--- config.mk ---
export PLATFORM = sky130hd
export DESIGN_NAME = tag_lookup_ctrl_l2
export DESIGN_NICKNAME = d
export VERILOG_FILES = /design/src/rtl/tag_lookup_ctrl_l2.sv
export SDC_FILE = /design/constraint.sdc
export NUM_CORES = 1
export LEC_CHECK = 0
export CORE_MARGIN = 8
export CORE_UTILIZATION = 50
export CTS_CLUSTER_DIAMETER = 30
export CTS_CLUSTER_SIZE = 30
export DETAILED_ROUTE_END_ITERATION = 7
export PLACE_DENSITY = 0.72
export RECOVER_POWER = 100
export SYNTH_ARGS = -nofsm -noshare
export SYNTH_HDL_FRONTEND = slang
export SYNTH_SLANG_ARGS = --single-unit
--- constraint.sdc ---
create_clock -name clock_i -period 4.6 [get_ports clock_i]
set_clock_uncertainty 0.2 [all_clocks]
set_input_delay 0.69 -clock clock_i [delete_from_list [all_inputs] [get_ports clock_i]]
set_output_delay 0.69 -clock clock_i [all_outputs]
set_load 0.05 [all_outputs]
--- src/rtl/tag_lookup_ctrl_l2.sv ---
// L2 tag lookup controller: sequences one tag-memory lookup per request, fills
// misses into a round-robin victim way and reports hit/miss with saturating stats.
`ifndef BW_WORD_ADDR
`define BW_WORD_ADDR 16
`endif
`ifndef BW_BLOCK
`define BW_BLOCK 2
`endif

module tag_lookup_ctrl_l2 #(
    parameter int CACHE_BLOCK_CAPACITY = 128,
    parameter int CACHE_SET_SIZE       = 4,
    localparam int BW_GRP = $clog2(CACHE_SET_SIZE),
    localparam int BW_ADD = $clog2(CACHE_BLOCK_CAPACITY),
    localparam int BW_SET = BW_ADD - BW_GRP,
    localparam int BW_TAG = `BW_WORD_ADDR - BW_SET - `BW_BLOCK,
    localparam int SW     = (BW_SET > 0) ? BW_SET : 1
) (
    input  logic                     clock_i,
    input  logic                     resetn_i,
    input  logic                     req_valid_i,
    output logic                     req_ready_o,
    input  logic [`BW_WORD_ADDR-1:0] req_addr_i,
    output logic                     rsp_valid_o,
    input  logic                     rsp_ready_i,
    output logic                     rsp_hit_o,
    output logic [BW_ADD-1:0]        rsp_add_o,
    output logic                     rsp_evict_o,
    output logic [BW_TAG-1:0]        rsp_evict_tag_o,
    output logic [SW-1:0]            tm_set_o,
    output logic [BW_TAG-1:0]        tm_tag_o,
    output logic [BW_ADD-1:0]        tm_add_o,
    output logic                     tm_wren_o,
    input  logic                     tm_hit_i,
    input  logic [BW_ADD-1:0]        tm_add_i,
    input  logic [BW_TAG-1:0]        tm_tag_i,
    output logic [31:0]              hit_count_o,
    output logic [31:0]              miss_count_o
);

    localparam int NUM_SETS = CACHE_BLOCK_CAPACITY / CACHE_SET_SIZE;

    typedef enum logic [2:0] {IDLE, LOOKUP, CHECK, FILL, RESP} state_t;

    state_t                    state_q;
    logic [BW_TAG-1:0]         tag_q;
    logic [SW-1:0]             set_q;
    logic [BW_TAG-1:0]         addr_tag;
    logic [SW-1:0]             addr_set;
    logic [CACHE_BLOCK_CAPACITY-1:0] valid_q;
    logic [BW_GRP-1:0]         ptr_q [NUM_SETS];
    logic [BW_GRP-1:0]         victim_way;
    logic                      unused_blk_bits;

    assign addr_tag        = req_addr_i[`BW_WORD_ADDR-1 -: BW_TAG];
    assign unused_blk_bits = ^req_addr_i[`BW_BLOCK-1:0];
    assign victim_way      = ptr_q[set_q];

    generate
        if (BW_SET > 0) begin : g_set
            assign addr_set = req_addr_i[BW_SET+`BW_BLOCK-1 : `BW_BLOCK];
            assign tm_add_o = {victim_way, set_q};
        end else begin : g_noset
            assign addr_set = '0;
            assign tm_add_o = victim_way;
        end
    endgenerate

    // In IDLE the incoming address is presented so the memory sees it early;
    // from LOOKUP onwards the captured request is held.
    assign tm_set_o = (state_q == IDLE) ? addr_set : set_q;
    assign tm_tag_o = (state_q == IDLE) ? addr_tag : tag_q;

    always_ff @(posedge clock_i or negedge resetn_i) begin
        if (!resetn_i) begin
            state_q         <= IDLE;
            req_ready_o     <= 1'b0;
            tag_q           <= '0;
            set_q           <= '0;
            rsp_valid_o     <= 1'b0;
            rsp_hit_o       <= 1'b0;
            rsp_add_o       <= '0;
            rsp_evict_o     <= 1'b0;
            rsp_evict_tag_o <= '0;
            tm_wren_o       <= 1'b0;
            valid_q         <= '0;
            hit_count_o     <= '0;
            miss_count_o    <= '0;
            for (int unsigned i = 0; i < NUM_SETS; i++) ptr_q[i] <= '0;
        end else begin
            case (state_q)
                IDLE: begin
                    if (req_valid_i && req_ready_o) begin
                        tag_q       <= addr_tag;
                        set_q       <= addr_set;
                        req_ready_o <= 1'b0;
                        state_q     <= LOOKUP;
                    end else begin
                        req_ready_o <= 1'b1;
                    end
                end
                LOOKUP: state_q <= CHECK;
                CHECK: begin
                    if (tm_hit_i) begin
                        rsp_hit_o   <= 1'b1;
                        rsp_add_o   <= tm_add_i;
                        rsp_evict_o <= 1'b0;
                        rsp_valid_o <= 1'b1;
                        if (hit_count_o != '1) hit_count_o <= hit_count_o + 32'd1;
                        state_q     <= RESP;
                    end else begin
                        rsp_evict_tag_o <= tm_tag_i;
                        rsp_evict_o     <= valid_q[tm_add_o];
                        tm_wren_o       <= 1'b1;
                        if (miss_count_o != '1) miss_count_o <= miss_count_o + 32'd1;
                        state_q         <= FILL;
                    end
                end
                FILL: begin
                    tm_wren_o          <= 1'b0;
                    valid_q[tm_add_o]  <= 1'b1;
                    if (victim_way == BW_GRP'(CACHE_SET_SIZE - 1))
                        ptr_q[set_q] <= '0;
                    else
                        ptr_q[set_q] <= victim_way + BW_GRP'(1);
                    rsp_hit_o          <= 1'b0;
                    rsp_add_o          <= tm_add_o;
                    rsp_valid_o        <= 1'b1;
                    state_q            <= RESP;
                end
                RESP: begin
                    if (rsp_ready_i) begin
                        rsp_valid_o <= 1'b0;
                        req_ready_o <= 1'b1;
                        state_q     <= IDLE;
                    end
                end
                default: state_q <= IDLE;
            endcase
        end
    end

endmodule

==> results.sh <==
export IMPL_outcome="finished with violations"
export IMPL_violations="max-capacitance violations, max-slew violations"
export IMPL_post_route_cells_drive_above_1_share=0.172
export IMPL_drt_iter0_markers=910
export IMPL_postSynth_asyncResetShare=1.00
export IMPL_vias=9938
export IMPL_ys_types=54
export IMPL_synth_cells=1096
export IMPL_wl_met3_um=2290
export IMPL_die_h_um=179
export IMPL_cts_buffers=61
export IMPL_num_rows=59
export IMPL_synth_seq_cells=294
export IMPL_synthDominantCellAreaShare=0.553
export IMPL_r2r_start="set_q[0]"
export IMPL_top_layer_used="met4"
export IMPL_leakage_nw=7.66
export IMPL_drt_pre_antenna_iters=7
export IMPL_cts_tree="yes"
export IMPL_clk_latency_ns=0.58
export IMPL_synth_area_per_cell_sq_um=12.1
export IMPL_syn_nets=1140
export IMPL_fill_cells=1895
export IMPL_timing_final_crit_period_ns=4.20
export IMPL_multiInputGateArea_sq_um=5650
export IMPL_wl_met1_um=15100
export IMPL_port_buffers=140
export IMPL_hold_violations=0
export IMPL_synth_area_leaders="dfrtp_1, mux4_2, o21bai_1, mux2_2, xnor2_1"
export IMPL_ios=143
export IMPL_grt_max_degree=97
export IMPL_setup_tns_ns=0
export IMPL_syn2layout_area_growth_pct=30.1
export IMPL_clk_pin_slew_ns=0.05
export IMPL_cp_required_ns=3.71
export IMPL_dieArea_sq_um=32100
export IMPL_crit_arrival_ns=3.31
export IMPL_wire_per_inst_um=22.0
export IMPL_finalCritPeriodShare=0.912
export IMPL_yosys_area_top_type="dfrtp_1"
export IMPL_utilization=0.663
export IMPL_clockBufferDepth=3
export IMPL_htreeDepth=2
export IMPL_die_w_um=179
export IMPL_nets=1310
export IMPL_start_util=0.509
export IMPL_ff2ff_path_depth=10
export IMPL_drt_total_wl_um=36200
export IMPL_max_freq_ghz=0.238
export IMPL_whs_ns=0.266
export IMPL_yosysSeqAreaShare=0.553
export IMPL_drv_slew=139
export IMPL_grt_total_usage=0.229
export IMPL_r2r_end="ptr_q[63]"
export IMPL_powerDensity_nw_per_um2=688
export IMPL_cp_start_kind="register"
export IMPL_pre_cts_ws_ns=0.718
export IMPL_synth_area_sq_um=13300
export IMPL_worstMarginPinSlew_ns=2.39
export IMPL_vdd_drop_max_mv=0.381
export IMPL_viasPerCell=6.02
export IMPL_clock_sinks=294
export IMPL_cts_setup_buffers=0
export IMPL_cts_root_buf="clkbuf_16"
export IMPL_cp_end_kind="primary output"
export IMPL_grt_pass1_vias=10500
export IMPL_crit_start="set_q[0]"
export IMPL_layout_area_seq_sq_um=7360
export IMPL_yosysWarnings=0
export IMPL_critPathCapture="tm_add_o[5]"
export IMPL_grt_pass1_wl_um=57900
export IMPL_synth_edff_count=0
export IMPL_yosysMostFrequentCell="dfrtp_1"
export IMPL_drc=0
export IMPL_drv_cap=2
export IMPL_fin_ws_ns=0.404
export IMPL_netlist_top_cells_count="dfrtp_1, o21bai_1, nand2_1, o21ai_0, xnor2_1"
export IMPL_min_path_type="reg2reg"
export IMPL_cts_resized=0
export IMPL_rsz0062_at_grt="false"
export IMPL_crit_path_max_fanout=12
export IMPL_holdBufCountCts=1
export IMPL_regToRegSetupSlack_ns=0.49
export IMPL_dr_wl_met2_um=18000
export IMPL_place_congestion=0.866
export IMPL_antenna_found_initial=0
export IMPL_dp_hpwl_um=23300
export IMPL_setup_viol=0
export IMPL_synthFlopType="dfrtp_1"
export IMPL_timing_slew_headroom=-0.591
export IMPL_gr_total_overflow=0
export IMPL_coreArea_sq_um=26100
export IMPL_path_class="reg2out"
export IMPL_power_w=0.0119
export IMPL_postRouteAntennaNets=0
[where the power goes]
group	total, W	internal (W)	switching (W)
Sequential	0.00341	0.00306	0.000349
Combinational	0.00377	0.00129	0.00247
Clock	0.00473	0.00329	0.00144
[cells by family after synthesis]
kind of cell    synth area share
simple gates               0.110
flops                      0.553
fa+ha+maj                0.00658
compound gates             0.149
mux                        0.119
xor+xnor                  0.0401
buf+inv                   0.0216
[metal layers]
layer,GRT usage,vias to the layer above
met3,0.0430,73
met5,0,-
li1,-,4388
met2,0.378,363
met1,0.300,5114
met4,0.0802,0
[through the flow]
| stage | area [sq um] | instances |
|---|---|---|
| floorplan | 13300 | 1096 |
| global placement | 15100 | 1537 |
| detailed placement | 15100 | 1537 |
| CTS | 17400 | 1650 |
| global route | 17300 | 1650 |
| finish | 17300 | 1651 |
[area by class of cell]
| type | instances | share of cell area |
|---|---|---|
| flip-flops and latches | 294 | 0.425 |
| multi-input cells | 733 | 0.327 |
| clock buffers | 73 | 0.0937 |
| repair buffers | 167 | 0.0920 |
| clock inverters | 39 | 0.0364 |
| well taps | 335 | 0.0242 |
| inverters | 9 | 0.00195 |
| diodes | 1 | 0.000145 |
[registers in the layout, summed over array words and instances (netlist names)]
register,count
valid_q,128
req_ready_o,1
rsp_valid_o,1
rsp_add_o,7
tm_wren_o,1
state_q,3
rsp_hit_o,1
tag_q,9
rsp_evict_tag_o,9
hit_count_o,32
miss_count_o,32
rsp_evict_o,1
set_q,5
ptr_q,64
[worst max-delay path: stages (launching register included)]
cell	delay, ns
dfrtp_2	0.60
buf_4	0.30
mux4_2	0.56
nand2_1	0.09
a31oi_1	0.13
or3_1	0.42
clkbuf_1	0.27
clkbuf_2	0.33
[placed cells by master (no fill, tap or decap), types with 9 or more instances in the layout]
cell,Yosys,routed
mux2i_1,12,12
dlygate4sd3_1,0,106
and4_1,9,9
nand4_1,22,22
clkbuf_1,42,12
clkbuf_16,0,61
a21oi_1,9,9
bufinv_16,0,14
clkdlybuf4s50_1,0,32
a22o_1,32,32
buf_4,4,17
a22oi_1,10,10
nor2b_1,10,10
o21ai_0,64,64
o21bai_1,128,128
dfrtp_1,294,292
nand2_1,107,107
mux2_2,40,39
a32o_1,13,13
xnor2_1,49,49
clkinv_2,0,11
nand3_1,28,28
mux4_2,45,45
and3_1,13,13
xor2_1,12,12
nor2_1,44,44
[how the worst min path moves through the flow]
stage                           to   startpoint  slack, ns  cells past startpoint
finish                 valid_q[95]  valid_q[95]       0.27                      1
global route           valid_q[28]  valid_q[28]       0.28                      1
global placement       valid_q[79]  valid_q[79]       0.25                      1
CTS                    valid_q[86]  valid_q[86]       0.27                      1
floorplan           hit_count_o[0]     resetn_i       0.19                      0
detailed placement     valid_q[94]  valid_q[94]       0.26                      1
No activity file was read; power rests on OpenSTA's default activity.
